`src/rtl/dqs_burst_gen.sv`:
```
// DQS burst sequencer: registered preamble/toggle/postamble words and per-lane tristates for the DQS OSERDES.
// Optional macro DQS_BURST_CHAIN_EN accepts a back-to-back burst in the final cycle of the current one.
module dqs_burst_gen #(
    parameter int NUM_LANES   = 2,
    parameter int SER_WIDTH   = 4,
    parameter int LEN_W       = 8,
    parameter int PRE_CYCLES  = 1,
    parameter int POST_CYCLES = 1,
    parameter int FIRST_BIT   = 1
) (
    input  logic                           clk,
    input  logic                           rst,
    input  logic                           start,
    input  logic [LEN_W-1:0]               len,
    input  logic [NUM_LANES-1:0]           lane_en,
    output logic                           busy,
    output logic                           done,
    output logic [NUM_LANES*SER_WIDTH-1:0] ser_data,
    output logic [NUM_LANES-1:0]           ser_tri,
    output logic [1:0]                     dbg_state
);

    localparam int CNT_W = (LEN_W < 4) ? 4 : LEN_W;

    typedef enum logic [1:0] {S_IDLE, S_PRE, S_TOGGLE, S_POST} state_t;

    state_t                           state_q, state_d;
    logic [CNT_W-1:0]                 cnt_q, cnt_d;
    logic [LEN_W-1:0]                 len_q, len_d;
    logic [NUM_LANES-1:0]             mask_q, mask_d;
    logic                             busy_q, busy_d;
    logic                             done_q, done_d;
    logic [NUM_LANES*SER_WIDTH-1:0]   ser_data_q, ser_data_d;
    logic [NUM_LANES-1:0]             ser_tri_q, ser_tri_d;
    logic                             last_cycle;
    logic [SER_WIDTH-1:0]             toggle_word;

    always_comb begin
        toggle_word = '0;
        for (int k = 0; k < SER_WIDTH; k++) begin
            toggle_word[k] = FIRST_BIT[0] ^ k[0];
        end
    end

    // cnt_q holds the cycles left in the current phase, including this one.
    always_comb begin
        state_d    = state_q;
        cnt_d      = cnt_q;
        len_d      = len_q;
        mask_d     = mask_q;
        done_d     = 1'b0;
        last_cycle = 1'b0;
        case (state_q)
            S_IDLE: begin
                if (start) begin
                    if (len != '0) begin
                        len_d  = len;
                        mask_d = lane_en;
                        if (PRE_CYCLES > 0) begin
                            state_d = S_PRE;
                            cnt_d   = CNT_W'(PRE_CYCLES);
                        end else begin
                            state_d = S_TOGGLE;
                            cnt_d   = CNT_W'(len);
                        end
                    end else begin
                        done_d = 1'b1;
                    end
                end
            end
            S_PRE: begin
                cnt_d = cnt_q - CNT_W'(1);
                if (cnt_q == CNT_W'(1)) begin
                    state_d = S_TOGGLE;
                    cnt_d   = CNT_W'(len_q);
                end
            end
            S_TOGGLE: begin
                cnt_d = cnt_q - CNT_W'(1);
                if (cnt_q == CNT_W'(1)) begin
                    if (POST_CYCLES > 0) begin
                        state_d = S_POST;
                        cnt_d   = CNT_W'(POST_CYCLES);
                    end else begin
                        last_cycle = 1'b1;
                    end
                end
            end
            default: begin
                cnt_d = cnt_q - CNT_W'(1);
                if (cnt_q == CNT_W'(1)) begin
                    last_cycle = 1'b1;
                end
            end
        endcase

        if (last_cycle) begin
            done_d  = 1'b1;
            state_d = S_IDLE;
`ifdef DQS_BURST_CHAIN_EN
            // Chained burst skips the preamble: the strobe is already running.
            if (start && (len != '0)) begin
                state_d = S_TOGGLE;
                cnt_d   = CNT_W'(len);
                len_d   = len;
                mask_d  = lane_en;
            end
`endif
        end

        busy_d     = (state_d != S_IDLE);
        ser_tri_d  = busy_d ? ~mask_d : '1;
        ser_data_d = '0;
        if (state_d == S_TOGGLE) begin
            for (int i = 0; i < NUM_LANES; i++) begin
                if (mask_d[i]) begin
                    ser_data_d[i*SER_WIDTH +: SER_WIDTH] = toggle_word;
                end
            end
        end
    end

    always_ff @(posedge clk) begin
        if (rst) begin
            state_q    <= S_IDLE;
            cnt_q      <= '0;
            len_q      <= '0;
            mask_q     <= '0;
            busy_q     <= 1'b0;
            done_q     <= 1'b0;
            ser_data_q <= '0;
            ser_tri_q  <= '1;
        end else begin
            state_q    <= state_d;
            cnt_q      <= cnt_d;
            len_q      <= len_d;
            mask_q     <= mask_d;
            busy_q     <= busy_d;
            done_q     <= done_d;
            ser_data_q <= ser_data_d;
            ser_tri_q  <= ser_tri_d;
        end
    end

    assign busy      = busy_q;
    assign done      = done_q;
    assign ser_data  = ser_data_q;
    assign ser_tri   = ser_tri_q;
    assign dbg_state = state_q;

endmodule

```
`config.mk`:
```
export PLATFORM = sky130hd
export DESIGN_NAME = dqs_burst_gen
export DESIGN_NICKNAME = d
export VERILOG_FILES = /design/src/rtl/dqs_burst_gen.sv
export SDC_FILE = /design/constraint.sdc
export NUM_CORES = 1
export LEC_CHECK = 0
export BUFFER_PORTS_ARGS = -buffer_cell sky130_fd_sc_hd__buf_2
export CORE_MARGIN = 1.5
export CORE_UTILIZATION = 35
export DETAILED_ROUTE_END_ITERATION = 12
export SLEW_MARGIN = 0
export SYNTH_ARGS = -nofsm -noshare
export SYNTH_HDL_FRONTEND = slang
export SYNTH_SLANG_ARGS = --single-unit
```
`constraint.sdc`:
```
create_clock -name clk -period 5.3 [get_ports clk]
set_clock_uncertainty 0.1 [all_clocks]
set_input_delay 0.795 -clock clk [delete_from_list [all_inputs] [get_ports clk]]
set_output_delay 0.795 -clock clk [all_outputs]
set_load 0.1 [all_outputs]
```
==> results of run 1 <==
==> path summary, 6_finish.rpt <==
check	start	endpoint	slack, ns	depth (start not counted)
max	dbg_state[1]	dbg_state[1]	2.78	1
min reg2reg	len_q[4]	len_q[4]	0.36	2
max reg2reg	dbg_state[1]	ser_tri[0]	3.09	4
min	len_q[4]	len_q[4]	0.36	2
==> stage by stage <==
stage          worst slack [ns]  hold WS [ns]  utilization [%]  power [mW]
6_report                   2.78         0.361             41.1       0.751
3_5_place_dp               2.82         0.350             39.1       0.591
2_1_floorplan              3.00         0.336                -       0.545
4_1_cts                    2.77         0.364             41.1       0.755
5_1_grt                    2.73         0.383             41.1       0.800
3_3_place_gp               2.85         0.351             39.1       0.586
==> power by group <==
| part | switching, mW | internal, mW |
|---|---|---|
| registers | 0.0417 | 0.225 |
| clock network | 0.0623 | 0.101 |
| logic | 0.208 | 0.113 |
==> metal layers <==
layer,part of all wire (%),GRT usage [%],vias up
met4,1.2,6.25,0
met3,2.2,1.03,2
met1,46,19.2,527
met2,51,25.6,18
li1,-,-,576
met5,0,0,-
==> sequential cells by signal, summed over array words and instances, names as in the netlist <==
register	cells
ser_data	2
len_q	8
busy	1
dbg_state	2
mask_q	2
ser_tri	2
done	1
cnt_q	8
==> placed cells by master (no fill, tap or decap), drive strengths merged, types with 2 or more instances in the layout <==
cell | Yosys | routed
dfxtp | 26 | 26
a21o | 2 | 2
inv | 4 | 4
mux2i | 3 | 3
nor2 | 14 | 14
o21bai | 2 | 2
or3 | 2 | 2
buf | 8 | 22
clkbuf | 7 | 3
nand3 | 11 | 11
nand2b | 3 | 3
xor2 | 2 | 2
nand2 | 12 | 12
nor3 | 4 | 4
o21a | 2 | 2
ha | 2 | 2
nor4 | 3 | 3
or4 | 4 | 4
or2 | 2 | 2
conb | 1 | 4
a21oi | 24 | 24
a222oi | 2 | 2
o21ai | 3 | 3
==> cell type report <==
cell class              instances  area [µm²]  area share (%)
multi-input cells             114         738            48.7
flip-flops and latches         26         520            34.4
repair buffers                 22         110            7.27
well taps                      48        60.1            3.96
clock buffers                   3        41.3            2.73
clock inverters                 1        30.0            1.98
inverters                       4        15.0           0.991
==> kinds of logic (layout without fill, tap and decap cells) <==
family / Yosys count / in the layout / share of synthesized area (%)
buffers and inverters: 19 / 30 / 7.85
muxes: 4 / 4 / 3.05
AOI/OAI and AO/OA: 43 / 43 / 21.3
other: 1 / 4 / 0.277
DFF: 26 / 26 / 38.4
and+or+nand+nor: 59 / 59 / 25.9
adders and majority gates: 2 / 2 / 1.85
xor gates and xnor gates: 2 / 2 / 1.29
==> worst reg2reg max path: cells and delay by family (launching register included) <==
kind / cells / cell delay [ns]
simple gates: 3 / 1.24
mux: 1 / 0.22
flops: 1 / 0.55
==> summary.txt, run 1 <==
Setup path
  – Chain of cells forming the critical path: buf_2
  – Peak fanout along the critical path: 16
  – Type of origin of the critical path: flip-flop
  – Critical path arrival: between 1.5 and 2 ns
  – Cell with the biggest individual delay on the critical path: sky130_fd_sc_hd__dfxtp_1
  – Required time worst endpoint: 4.41 ns
  – Critical path's largest stage delay: roughly 0.8 ns
  – Classification of the worst setup path: reg2out
  – Kind of capture point of the worst setup path: output pin
  – Worst path bufs/invs: 1
  – Top Family by Delay on Critical Path: flip-flops

GRT
  – Global-route total usage across every layer: 14.9%
  – Antenna violations before repair: 0
  – Maximum number of pins on one net before global-route repair: 24
  – Wire length of the first global-routing pass: roughly 5000 µm
  – Via count of the first global-routing pass: about 1,100
  – Overflow after GRT: 0

Hold path
  – Min-delay worst type: reg2reg

Die
  – Overall die area: around 0.0043 mm²
  – Height of the chip: around 65 µm
  – Floorplan Core Area: between 0.003 and 0.004 mm²
  – Num ports: 27
  – Effective utilization at floorplan: between 30% and 40%
  – Die extent in x: ~65 µm
  – Row count: 22

STA
  – Setup TNS: 0 ns
  – Setup repair after global routing missed its margin: false
  – Max-slew headroom: 42.7%
  – Shortest period the worst path allows: around 2.5 ns
  – Pins over their slew limit: 0
  – Final hold viol count: 0
  – Number of endpoints failing setup at the final stage: 0
  – Highest clock frequency the design can meet: 397 MHz
  – Worst slew pin tran: 0.856 ns
  – Fraction of the cycle the final worst path needs: a little under half

Synthesis
  – Sequential fraction of the synthesis area: between 30% and 40%
  – Synth cell count leaders: sky130_fd_sc_hd__dfxtp_1 (26), sky130_fd_sc_hd__a21oi_1 (24), sky130_fd_sc_hd__nor2_1 (13)
  – Yosys top cell area share: 38.4%
  – Number of distinct library cells after synthesis: 45
  – Mean post-synth cell area: around 8.7 µm²
  – Main flop type after synthesis: sky130_fd_sc_hd__dfxtp_1
  – Total of flip-flops plus latches after synthesis: 26
  – Most frequent cell after synthesis: sky130_fd_sc_hd__dfxtp_1
  – Fraction of registers with async set or reset after synthesis: 0%
  – Cells taking the most area after synthesis: sky130_fd_sc_hd__dfxtp_1 (38%), sky130_fd_sc_hd__a21oi_1 (8.9%), sky130_fd_sc_hd__nand3_1 (4.1%)
  – EDFF count, synth: 0
  – Gate Count Post-Synth: approximately 160
  – Total number of yosys warnings: 0
  – Post-synthesis cell area: 0.00135 mm²
  – Library cell occupying the most area in the post-synthesis netlist: sky130_fd_sc_hd__dfxtp_1

Routing
  – Wire length per cell: roughly 13 µm
  – DR vias/cell: just over 5
  – Total Routed Length: 2940 µm
  – Post-route antenna net violation count: 0
  – Vias after detailed routing: around 1,100
  – First drt pass iteration count: 5
  – Post-detailed-route DRC marker count: 0
  – DR iter-0 viols: 20

Clock network
  – Clk pin slew, worst setup/hold paths: about 0.09 ns
  – CTS tree: yes
  – Count of cells resized by post-cts repair: 0
  – Post-CTS setup buffers: 0
  – Clock latency of the later-clocked register in the worst-skew pair: about 0.27 ns
  – Clk sinks: 26
  – Root buf cell: sky130_fd_sc_hd__clkbuf_8
  – Number of levels in the clock H-tree: 1
  – Cts bufs inserted: 3
  – Bufs on Longest Clock Path: 2
  – # hold bufs at CTS: 0

Finish
  – Diodes inserted: 0
  – Number of fillers in the final layout: slightly below 400
  – Post-layout instance count excluding filler cells: approximately 220
  – Area grow syn2layout: 11.9%
  – Layout Nets: about 190
  – Ratio of cells with drive above 1 in the final layout: a little over a fifth
  – Final design area excluding fillers: between 0.0015 and 0.002 mm²

Placement
  – Port buffer count: 22
  – Detailed-placement wirelength estimate: 2150 µm
  – Placed standard-cell area: roughly 0.0014 mm²
  – Placer's final routability congestion estimate: 0.785
  – Placed Cells incl. Taps: about 210

Pwr
  – Highest ir drop seen on vdd: roughly 0.00015 V
  – Leakage power: 0.608 nW
  – Power per cell area: 496 mW/mm²

Run
  – Max_cap viols: 0

Run status
  – Outcome: completed
(Power assumes the default switching activity.)
==> inputs of run 2 (changes only) <==
Settings changed: ABC_AREA from default to 1.
Clock period 5.3 ns to 2.3 ns, I/O delays scaled along.
==> summary.txt, run 2 <==
Clock network
  – CTS tree: yes
  – Bufs on Longest Clock Path: 2
  – Number of levels in the clock H-tree: 1
  – Count of cells resized by post-cts repair: 0
  – Clock latency of the later-clocked register in the worst-skew pair: between 0.2 and 0.3 ns
  – Cts bufs inserted: 3
  – # hold bufs at CTS: 0
  – Clk pin slew, worst setup/hold paths: around 0.090 ns
  – Clk sinks: 26
  – Root buf cell: sky130_fd_sc_hd__clkbuf_8
  – Post-CTS setup buffers: 0

Pwr
  – Highest ir drop seen on vdd: between 0.0003 and 0.0004 V
  – Internal power summed over all cells: about 0.92 mW
  – Power per cell area: about 960 mW/mm²
  – Clk network pwr share: 24.6%
  – Switching power: between 0.6 and 0.7 mW
  – Sequential power share: ~36%
  – Share of total power in combinational logic: between 30% and 40%
  – Share of total power consumed by net switching: about two fifths
  – Leakage power: 0.794 nW
  – Post-route total power: between 1.5 and 2 mW

Die
  – Overall die area: 0.00454 mm²
  – Num ports: 27
  – Height of the chip: 67.4 µm
  – Floorplan Core Area: 0.00400 mm²
  – Row count: 23
  – Effective utilization at floorplan: 36.3%
  – Die extent in x: around 67 µm

Synthesis
  – EDFF count, synth: 0
  – Multiplexer fraction of the synthesized cell area: 0%
  – Mean post-synth cell area: between 6 and 7 µm²
  – Total of flip-flops plus latches after synthesis: 26
  – Most frequent cell after synthesis: sky130_fd_sc_hd__nand2_1
  – Total number of yosys warnings: 0
  – Compound-gate portion of the synthesized area: between 10% and 20%
  – Basic-gate share of the synthesized area counting and, or, nand and nor cells: 38.7%
  – Gate Count Post-Synth: approximately 220
  – Yosys top cell area share: a little over a third
  – Synth cell count leaders: sky130_fd_sc_hd__nand2_1 (61), sky130_fd_sc_hd__nor2_1 (40), sky130_fd_sc_hd__dfxtp_1 (26)
  – Sequential fraction of the synthesis area: a little over a third
  – Main combinational cell family by area after synthesis: simple AND/OR/NAND/NOR gates
  – Main flop type after synthesis: sky130_fd_sc_hd__dfxtp_1
  – Library cell occupying the most area in the post-synthesis netlist: sky130_fd_sc_hd__dfxtp_1
  – Number of distinct library cells after synthesis: 24
  – Post-synthesis share of cell area spent on xor and xnor gates: less than 1%
  – Cells taking the most area after synthesis: sky130_fd_sc_hd__dfxtp_1 (36%), sky130_fd_sc_hd__nand2_1 (16%), sky130_fd_sc_hd__nor2_1 (10%)
  – Fraction of registers with async set or reset after synthesis: 0%
  – Arithmetic-cell share of the synthesized area counting full adders, half adders and majority gates: 1.73%
  – Post-synthesis cell area: 0.00145 mm²

Setup path
  – Total stage count of the critical path: 9
  – Top Family by Delay on Critical Path: simple AND/OR/NAND/NOR gates
  – Length in cells of the worst reg-to-reg path: 9
  – Cell with the biggest individual delay on the critical path: sky130_fd_sc_hd__nor2_2
  – Peak fanout along the critical path: 11
  – Required time worst endpoint: 2.37 ns
  – Kind of capture point of the worst setup path: flip-flop
  – Critical path arrival: 1.91 ns
  – Cell repeated most along the worst path: sky130_fd_sc_hd__nand2_1
  – Critical path's largest stage delay: between 0.3 and 0.4 ns
  – Chain of cells forming the critical path: inv_1 > ha_1 > nand3_1 > nor2_2 > nand2_1 > nand2_1 > nand2_1 > o21ai_2 > nand2_1
  – Type of origin of the critical path: flip-flop
  – Classification of the worst setup path: reg2reg
  – Worst path bufs/invs: 1

GRT
  – Overflow after GRT: 0
  – Global-route total usage across every layer: 15.2%
  – Antenna violations before repair: 0
  – Maximum number of pins on one net before global-route repair: 16
  – Via count of the first global-routing pass: roughly 1,200
  – Wire length of the first global-routing pass: roughly 5200 µm

STA
  – Fraction of the cycle the final worst path needs: approximately four fifths
  – Shortest period the worst path allows: between 1.5 and 2 ns
  – Highest clock frequency the design can meet: between 500 and 600 MHz
  – Setup TNS: 0 ns
  – Final hold viol count: 0
  – Pins over their slew limit: 0
  – Worst Hold Margin: 0.204 ns
  – Number of endpoints failing setup at the final stage: 0
  – Setup repair after global routing missed its margin: false

Finish
  – Layout Nets: 256
  – Number of fillers in the final layout: ~450
  – Most common cell after layout, fill and taps aside: sky130_fd_sc_hd__nand2_1
  – Ratio of cells with drive above 1 in the final layout: between 10% and 20%
  – Diodes inserted: 0
  – Final design area excluding fillers: about 0.0016 mm²
  – Most frequent cells in the layout: sky130_fd_sc_hd__nand2_1 (61), sky130_fd_sc_hd__nor2_1 (40), sky130_fd_sc_hd__dfxtp_1 (26)
  – Post-layout instance count excluding filler cells: 290
  – Top flop regs: cnt_q x8, len_q x8
  – Area grow syn2layout: 11.8%

Routing
  – Post-route antenna net violation count: 0
  – DR vias/cell: ~4.5
  – First drt pass iteration count: 4
  – Post-detailed-route DRC marker count: 0
  – Wire length per cell: between 10 and 15 µm
  – DR iter-0 viols: just over 60
  – Vias after detailed routing: roughly 1,300
  – Total Routed Length: slightly above 3000 µm

Placement
  – Placed standard-cell area: 0.00155 mm²
  – Placer's final routability congestion estimate: approximately 0.82
  – Placed Cells incl. Taps: around 290
  – Port buffer count: 22
  – Detailed-placement wirelength estimate: around 2400 µm

Hold path
  – Min-delay worst type: in2reg
  – Cells on Worst Hold Path: 3

Run
  – Max_cap viols: 0

Run status
  – Outcome: completed
run 2: changes by cell type in the layout (fill, tap and decap cells not counted), moves of 5 or more:
cell                      previous run  this run
sky130_fd_sc_hd__nand2_1            11        61
sky130_fd_sc_hd__inv_2               0         5
sky130_fd_sc_hd__nor2_1             13        40
sky130_fd_sc_hd__o21ai_0             0         7
sky130_fd_sc_hd__o21ai_1             3         8
sky130_fd_sc_hd__a21oi_1            24         7
sky130_fd_sc_hd__nand3_1            11        16
sky130_fd_sc_hd__inv_1               4        22
run 2: power by group through the flow:
stage	Combinational (mW)	Clock, mW	Sequential [mW]
after CTS	0.619	0.393	0.559
after floorplan	0.431	0	0.661
after global routing	0.702	0.409	0.565
after global placement	0.613	0	0.565
after detailed placement	0.616	0	0.569
final	0.615	0.382	0.557
run 2: per-layer routing:
metal	global-route usage [%]	vias to the layer above	part of all wire (%)
li1	-	711	-
met4	5.36	0	1.5
met1	20.5	576	51
met2	25.0	24	45
met5	0	-	0
met3	2.00	5	2.7
run 2: worst register-to-register path, stage by stage, from the launching register on:
cell and delay (ns):
sky130_fd_sc_hd__dfxtp_1 0.31, sky130_fd_sc_hd__inv_1 0.11, sky130_fd_sc_hd__ha_1 0.19, sky130_fd_sc_hd__nand3_1 0.09, sky130_fd_sc_hd__nor2_2 0.37, sky130_fd_sc_hd__nand2_1 0.13
sky130_fd_sc_hd__nand2_1 0.11, sky130_fd_sc_hd__nand2_1 0.08, sky130_fd_sc_hd__o21ai_2 0.17, sky130_fd_sc_hd__nand2_1 0.07
run 2: per-stage QoR:
stage	util, %	worst slack, ns
detailed placement	38.8	0.465
global placement	38.8	0.480
global route	40.5	0.286
finish	40.5	0.461
floorplan	-	0.343
CTS	40.5	0.449
run 2: cells by family (layout without fill, tap and decap cells):
group,count (synthesis),after routing
xor gates and xnor gates,1,1
AOI/OAI and AO/OA,26,26
and+or+nand+nor,128,128
DFF,26,26
other,1,4
adders and majority gates,2,2
buffers and inverters,38,53
run 2: worst paths after layout:
path | end | slack, ns | from
setup / recovery | ser_tri[1] | 0.46 | cnt_q[1]
hold / removal | len_q[1] | 0.20 | len[1]
setup reg to reg | ser_tri[1] | 0.46 | cnt_q[1]
hold reg to reg | len_q[0] | 0.37 | len_q[0]
run 2: layout make-up:
class	count	area, µm²	area share (%)
clock buffers	3	41.3	2.55
clock inverters	1	30.0	1.85
inverters	27	101	6.25
multi-input cells	161	756	46.6
flip-flops and latches	26	520	32.1
well taps	50	62.6	3.86
repair buffers	22	110	6.79
